===== src/rtl/udp_tx_arbiter.sv =====
// udp_tx_arbiter: round-robin owner of the shared TX DPRAM write port and IP-layer send interface.
// Optional ownership watchdog is built when UDP_TX_ARB_TIMEOUT_EN is defined.
module udp_tx_arbiter #(
   parameter int unsigned NUM_REQ        = 2,
   parameter int unsigned TIMEOUT_CYCLES = 65535
) (
   input  logic                  clk,
   input  logic                  reset,
   input  logic [NUM_REQ-1:0]    req,
   output logic [NUM_REQ-1:0]    gnt,
   input  logic [NUM_REQ-1:0]    req_wrRAM,
   input  logic [8*NUM_REQ-1:0]  req_wrData,
   input  logic [11*NUM_REQ-1:0] req_wrAddr,
   input  logic [NUM_REQ-1:0]    req_sendDatagram,
   input  logic [16*NUM_REQ-1:0] req_dgramSize,
   input  logic [32*NUM_REQ-1:0] req_destIP,
   input  logic [8*NUM_REQ-1:0]  req_protocol,
   input  logic                  tx_done_MAC,
   output logic [NUM_REQ-1:0]    req_tx_done,
   output logic                  wrRAM,
   output logic [7:0]            wrData,
   output logic [10:0]           wrAddr,
   output logic                  sendDatagram,
   output logic [15:0]           sendDatagramSize,
   output logic [31:0]           destinationIP,
   output logic [7:0]            protocolOut,
   output logic                  arb_timeout
);

   localparam int unsigned DW  = 8;
   localparam int unsigned AW  = 11;
   localparam int unsigned SW  = 16;
   localparam int unsigned IPW = 32;
   localparam int unsigned PW  = 8;
   localparam int unsigned OW  = (NUM_REQ > 1) ? $clog2(NUM_REQ) : 1;

   typedef enum logic [1:0] {
      S_IDLE,
      S_GRANT,
      S_WAIT_DONE,
      S_RELEASE
   } state_t;

   state_t state, state_nxt;

   logic [OW-1:0]      owner, owner_nxt;
   logic [OW-1:0]      last, last_nxt;
   logic [OW-1:0]      sel_c;
   logic [NUM_REQ-1:0] gnt_nxt;
   logic [NUM_REQ-1:0] req_tx_done_nxt;
   logic               wr_ram_nxt;
   logic [DW-1:0]      wr_data_nxt;
   logic [AW-1:0]      wr_addr_nxt;
   logic               send_nxt;
   logic [SW-1:0]      size_nxt;
   logic [IPW-1:0]     ip_nxt;
   logic [PW-1:0]      proto_nxt;
   logic               timeout_nxt;
   logic               timeout_c;
   logic               busy_c;

   // Per-requester views of the flattened input buses
   logic [DW-1:0]  wr_data_a [NUM_REQ];
   logic [AW-1:0]  wr_addr_a [NUM_REQ];
   logic [SW-1:0]  size_a    [NUM_REQ];
   logic [IPW-1:0] ip_a      [NUM_REQ];
   logic [PW-1:0]  proto_a   [NUM_REQ];

   for (genvar g = 0; g < NUM_REQ; g++) begin : g_unpack
      assign wr_data_a[g] = req_wrData[DW*g +: DW];
      assign wr_addr_a[g] = req_wrAddr[AW*g +: AW];
      assign size_a[g]    = req_dgramSize[SW*g +: SW];
      assign ip_a[g]      = req_destIP[IPW*g +: IPW];
      assign proto_a[g]   = req_protocol[PW*g +: PW];
   end

   assign busy_c = (state == S_GRANT) || (state == S_WAIT_DONE);

   // Round-robin pick: first set request after the last owner, wrapping
   always_comb begin
      int unsigned j;
      logic        found;
      sel_c = last;
      found = 1'b0;
      j     = 0;
      for (int unsigned k = 1; k <= NUM_REQ; k++) begin
         j = 32'(last) + k;
         if (j >= NUM_REQ) j = j - NUM_REQ;
         if (!found && req[OW'(j)]) begin
            sel_c = OW'(j);
            found = 1'b1;
         end
      end
   end

`ifdef UDP_TX_ARB_TIMEOUT_EN
   localparam int unsigned CW = 16;
   logic [CW-1:0] wd_cnt;

   // Watchdog restarts every ownership; it is held at zero while idle
   always_ff @(posedge clk or posedge reset) begin
      if (reset)                wd_cnt <= '0;
      else if (state == S_IDLE) wd_cnt <= '0;
      else if (busy_c)          wd_cnt <= wd_cnt + CW'(1);
   end

   assign timeout_c = busy_c && (wd_cnt == CW'(TIMEOUT_CYCLES - 1));
`else
   logic unused_timeout_cfg;
   assign unused_timeout_cfg = |32'(TIMEOUT_CYCLES) | busy_c;
   assign timeout_c          = 1'b0;
`endif

   always_ff @(posedge clk or posedge reset) begin
      if (reset) begin
         state            <= S_IDLE;
         owner            <= '0;
         last             <= OW'(NUM_REQ - 1);
         gnt              <= '0;
         req_tx_done      <= '0;
         wrRAM            <= 1'b0;
         wrData           <= '0;
         wrAddr           <= '0;
         sendDatagram     <= 1'b0;
         sendDatagramSize <= '0;
         destinationIP    <= '0;
         protocolOut      <= '0;
         arb_timeout      <= 1'b0;
      end else begin
         state            <= state_nxt;
         owner            <= owner_nxt;
         last             <= last_nxt;
         gnt              <= gnt_nxt;
         req_tx_done      <= req_tx_done_nxt;
         wrRAM            <= wr_ram_nxt;
         wrData           <= wr_data_nxt;
         wrAddr           <= wr_addr_nxt;
         sendDatagram     <= send_nxt;
         sendDatagramSize <= size_nxt;
         destinationIP    <= ip_nxt;
         protocolOut      <= proto_nxt;
         arb_timeout      <= timeout_nxt;
      end
   end

   // Next-state and registered-output values
   always_comb begin
      state_nxt       = state;
      owner_nxt       = owner;
      last_nxt        = last;
      gnt_nxt         = gnt;
      req_tx_done_nxt = '0;
      wr_ram_nxt      = 1'b0;
      wr_data_nxt     = '0;
      wr_addr_nxt     = '0;
      send_nxt        = 1'b0;
      size_nxt        = sendDatagramSize;
      ip_nxt          = destinationIP;
      proto_nxt       = protocolOut;
      timeout_nxt     = 1'b0;

      case (state)
         S_IDLE: begin
            gnt_nxt = '0;
            if (|req) begin
               owner_nxt = sel_c;
               gnt_nxt   = NUM_REQ'(1) << sel_c;
               state_nxt = S_GRANT;
            end
         end
         S_GRANT: begin
            if (req_wrRAM[owner]) begin
               wr_ram_nxt  = 1'b1;
               wr_data_nxt = wr_data_a[owner];
               wr_addr_nxt = wr_addr_a[owner];
            end
            // A send in the same cycle as a request drop still goes out
            if (req_sendDatagram[owner]) begin
               send_nxt  = 1'b1;
               size_nxt  = size_a[owner];
               ip_nxt    = ip_a[owner];
               proto_nxt = proto_a[owner];
               state_nxt = S_WAIT_DONE;
            end else if (!req[owner] || timeout_c) begin
               timeout_nxt = timeout_c && req[owner];
               gnt_nxt     = '0;
               state_nxt   = S_RELEASE;
            end
         end
         S_WAIT_DONE: begin
            if (tx_done_MAC) begin
               req_tx_done_nxt = NUM_REQ'(1) << owner;
               gnt_nxt         = '0;
               state_nxt       = S_RELEASE;
            end else if (timeout_c) begin
               timeout_nxt = 1'b1;
               gnt_nxt     = '0;
               state_nxt   = S_RELEASE;
            end
         end
         S_RELEASE: begin
            gnt_nxt   = '0;
            last_nxt  = owner;
            state_nxt = S_IDLE;
         end
         default: begin
            gnt_nxt   = '0;
            state_nxt = S_IDLE;
         end
      endcase
   end

endmodule


===== config.mk =====
export PLATFORM = sky130hd
export DESIGN_NAME = udp_tx_arbiter
export DESIGN_NICKNAME = d
export VERILOG_FILES = /design/src/rtl/udp_tx_arbiter.sv
export SDC_FILE = /design/constraint.sdc
export NUM_CORES = 1
export LEC_CHECK = 0
export CORE_ASPECT_RATIO = 0.9
export CORE_MARGIN = 3
export CORE_UTILIZATION = 37
export DETAILED_ROUTE_END_ITERATION = 10
export HOLD_SLACK_MARGIN = 0.05
export PLACE_DENSITY = 0.83
export SYNTH_ARGS = -nofsm -noshare
export SYNTH_HDL_FRONTEND = slang
export SYNTH_SLANG_ARGS = --single-unit

===== constraint.sdc =====
create_clock -name clk -period 3.73 [get_ports clk]
set_clock_uncertainty 0.05 [all_clocks]
set_input_delay 0.9325 -clock clk [delete_from_list [all_inputs] [get_ports clk]]
set_output_delay 0.9325 -clock clk [all_outputs]
set_load 0.01 [all_outputs]

# Yosys cells after proc, flatten, opt, wreduce, memory -nomap -nowiden
# Index checks and enable logic that the tools add are counted.
# op_classes
n_shift	2
reduce_logical	8
n_lt_le_gt_ge	6
bitwise	1
n_mux	50
n_eq_ne	8
n_addsub	4
# op_table
op	n
32-bit two-way mux	3
8-bit two-way mux	8
11-bit two-way mux	5
16-bit two-way mux	3
2-bit two-way mux	10
1-bit two-way mux	19
2-bit one-hot mux with 4 select lines	2
2-bit != test, second input constant	4
1-bit by 2-bit less-than comparator with 1-bit output, second input constant	3
3-bit AND reduction	2
2-bit equality test, second input constant	2
2-bit >= comparator, second input constant	2
2-bit AND reduction	2
1-bit by 1-bit left shift with 2-bit output, first input constant	2
1-bit by 2-bit adder with 3-bit output, second input constant	1
3-bit by 2-bit >= comparator with 1-bit output, second input constant	1
3-bit != test, second input constant	1
1-bit by 1-bit adder with 2-bit output, second input constant	1
2-bit by 1-bit equality test with 1-bit output, second input constant	1
2-bit logical NOT	1
1-bit NOT with 2-bit output	1
2-bit OR reduction	1
1-bit subtractor, second input constant	2
1-bit logical AND	1
1-bit logical NOT	1
# totals
inputBits	159
word_cells	91
regBits	85
out_inout_bits	82

# Depth between registers and ports, before layout
# logic_depth
ltp_word	12
depth_mapped	7
ltp_nobuf	6

# Least setup slack after synthesis
# OpenSTA, ideal clock, no wires.
# synth_path
path_type	in2reg
from	in req_sendDatagram[1]
to	reg destinationIP[0]
required_time_ps	3548
setup_slack_ps	1936
stages	4
t_arrival_ps	1612
cell_sequence	mux2i_1 > nand2b_4 > clkbuf_1 > o21ai_1
# synth_via
elab_chain_len	3
# synth_lines
item	line_no	text
from (decl)	14	input logic [NUM_REQ-1:0] req_sendDatagram,
1-bit two-way mux (implied by the code) (2 in a row)	178	if (req_sendDatagram[owner]) begin
2-bit AND reduction (no line)	-	
to (signal assigned)	140	destinationIP <= ip_nxt;
to (decl)	25	output logic [31:0] destinationIP,
# Every way passes these cells. The select of a mux whose other input is x is not followed.
# A chain may end at the register's enable or synchronous reset.

# Worst setup path in the final report
# layout_path
from	reg owner
to	reg destinationIP[12]
# layout_via
elab_chain_len	4
elab_cells_between_ends	7
cone_classes	mux (5); bitwise (1); reduce/logical (1)
# layout_lines
item	line_no	text
from (decl)	46	logic [OW-1:0] owner, owner_nxt;
from (signal assigned)	131	owner <= owner_nxt;
1-bit NOT with 2-bit output (implied by the code)	181	ip_nxt = ip_a[owner];
32-bit two-way mux (implied by the code) (3 in a row)	181	
# Several ways; a longest one is shown, not always the timed one. The select of a mux whose other input is x is not followed.

==> summary.md <==
| Metric | Value |
|---|---|
| Worst endpoint required time | 3.92 ns |
| TritonCTS Sinks | 85 |
| Final nets | 756 |
| Drt pass-1 iters | 6 |
| HPWL after DPL | 9090 µm |
| Worst hold path startpoint | destinationIP[22] |
| Worst-Skew Late Latency | 0.33 ns |
| DR WL/cell | 15.8 µm |
| Vias | 3468 |
| Arr. time, crit path | 2.67 ns |
| Number of synthesis warnings | 0 |
| Initial core utilization | 39.1% |
| Final Cycle Share | 66.5% |
| Final hold violation count | 0 |
| Max Cap Violations | 0 |
| Syn Area/Cell | 10.9 µm² |
| Global-route wire length before repair | 18000 µm |
| Max IR drop VDD | 0.365 mV |
| Vias in the first global route | 3649 |
| Routed wire length | 11400 µm |
| Status | finished, final reports clean |
| Fin. max-slew vios | 0 |
| Worst slack, placed | 0.976 ns |
| Async S/R FF share, synth | 100% |
| Die width | 114 µm |
| Synth Flop Type | dfrtp_1 |
| Area Overhead vs Synth | 71.0% |
| Register area share after synthesis | 54.4% |
| Cts hold-fix bufs | 0 |
| Yosys reg bits | 85 |
| Post-route setup slack | 1.25 ns |
| Reg2Reg Depth | 5 |
| Share of cells above drive strength 1 | 4.20% |
| Setup TNS | 0 ns |
| Top achievable clock speed | 403 MHz |
| Reg2reg end | destinationIP[12] |
| Total Die Area | 11800 µm² |
| Mapped cell area | 3910 µm² |
| Antenna cells | 0 |
| Remaining Overflow, GRT | 0 |
| Die height | 104 µm |
| DR iter-0 viols | 117 |
| Resize count post-CTS | 0 |
| Hold Crit Endpoint | destinationIP[22] |
| Worst setup SP type | flop |
| Leak | 0.00307 µW |
| Min Tclk post-route | 2.48 ns |
| Post-synth EDFFs | 0 |
| Detailed-route DRC error count | 0 |
| Final setup fails | 0 |
| I/O Pins | 241 |
| Core ar. | 10000 µm² |
| Post-DRT Antenna Nets | 0 |
| Largest net degree at the start of global routing | 55 |
| CTS clk-pin slew, worst paths | 0.06 ns |
| IO Port Bufs | 239 |
| DR vias/cell | 4.81 |
| Unrepaired setup endpoints after global routing | no |
| Clock Tree Buf Depth | 2 |
| Distinct cells, synth | 31 |
| H-tree depth | 3 |
| Gate Count Post-Synth | 360 |
| TritonCTS clock tree | built |
| Initial antenna violation count | 0 |
| Mapped Nets | 525 |
| Final instance area | 6680 µm² |
| PD cells | 715 nW/µm² |
| Total track usage | 19.1% |
| Min-delay worst type | reg2reg |
| Crit path kind | reg2reg |
| Site Rows | 34 |
| Slew at the pin closest to its max-slew limit | 0.861 ns |
| Worst hold stages | 2 |
| CTS root buf | clkbuf_16 |
| Num CTS Buffers | 9 |
| Placed cell areas | 6370 µm² |
| Setup crit end kind | flop |
| Hold slack final | 0.438 ns |
| CP Max Fanout | 54 |
| Post-CTS setup buffer count | 0 |
| Max_slew headroom | 42.6% |
| Total power | 4780 µW |
| R2r setup slk | 1.25 ns |
| GP Congestion | 0.772 |
| RR Startpoint | owner |
sequential cells by signal, summed over array words and instances (netlist names):
name / count
last: 1
owner: 1
sendDatagramSize: 16
protocolOut: 8
state: 2
destinationIP: 32
req_tx_done: 2
gnt: 2
wrAddr: 11
wrData: 8
sendDatagram: 1
wrRAM: 1
how the worst max path moves through the flow:
stage,start,slack (ns),endpoint
2_1_floorplan,reset,0.56,destinationIP[0]
3_3_place_gp,req_sendDatagram[1],1.05,destinationIP[7]
3_5_place_dp,req_sendDatagram[1],0.98,destinationIP[12]
4_1_cts,owner,1.23,destinationIP[12]
5_1_grt,owner,1.02,destinationIP[11]
6_report,owner,1.25,destinationIP[12]
final cells by class:
type	count	area [µm²]
fill	786	3310
timing repair buffer	243	2450
sequential	85	2130
multi-input combinational	246	1610
clock buffer	11	233
tap	126	158
clock inverter	4	75.1
inverter	6	23.8
worst max-delay path, stage by stage, from the launching register on:
cell      delay [ns]
dfrtp_4         0.98
mux2i_1         0.34
nand2b_4        0.50
buf_4           0.31
nand2_1         0.08
o21ai_1         0.08
per-stage QoR:
stage | instances | utilization (%)
after global placement | 706 | 63.8
after detailed placement | 706 | 63.8
final | 721 | 66.8
after floorplan | 360 | -
after global routing | 721 | 66.8
after CTS | 721 | 66.8
metal layers:
| layer | share of wire, % | track usage [%] |
|---|---|---|
| met2 | 53 | 34.7 |
| met5 | 0 | 0 |
| met3 | 7.5 | 5.19 |
| met4 | 2.0 | 6.53 |
| met1 | 37 | 21.1 |
synthesized netlist by cell type, drive strengths merged (2+ instances only):
| cell | count | share of area [%] |
|---|---|---|
| dfrtp | 84 | 54 |
| nand2 | 61 | 5.9 |
| buf | 19 | 3.3 |
| o21ai | 60 | 7.8 |
| inv | 6 | 0.58 |
| ha | 6 | 1.9 |
| a21oi | 5 | 0.64 |
| nor2b | 2 | 0.32 |
| mux2 | 2 | 0.58 |
| clkbuf | 4 | 0.38 |
| mux2i | 77 | 20 |
| nor2 | 21 | 2.0 |
logic make-up (layout without fill, tap and decap cells):
group | Yosys count | count (layout) | share of synthesized area [%]
and+or+nand+nor | 89 | 89 | 9.35
AOI/OAI and AO/OA | 71 | 71 | 9.64
DFF | 85 | 85 | 54.4
other | 1 | 1 | 0.0959
adders and majority gates | 6 | 6 | 1.92
muxes | 79 | 79 | 20.3
buffers and inverters | 29 | 264 | 4.26
layout by cell type, fill, tap and decap left out, types with 2 or more instances in the layout:
| cell type | instances |
|---|---|
| clkdlybuf4s50_1 | 239 |
| dfrtp_1 | 83 |
| mux2i_1 | 77 |
| nand2_1 | 60 |
| o21ai_1 | 58 |
| nor2_1 | 21 |
| clkbuf_16 | 9 |
| ha_1 | 6 |
| inv_1 | 5 |
| a21oi_1 | 5 |
| nor2b_1 | 2 |
| clkinvlp_4 | 2 |
| clkbuf_1 | 2 |
| bufinv_16 | 2 |
| buf_4 | 2 |
| buf_12 | 2 |
power by group:
group / total (µW) / switching [µW] / internal, µW
clock: 913 / 331 / 583
sequential: 1630 / 326 / 1310
combinational: 2230 / 985 / 1250
(Power assumes the default switching activity.)
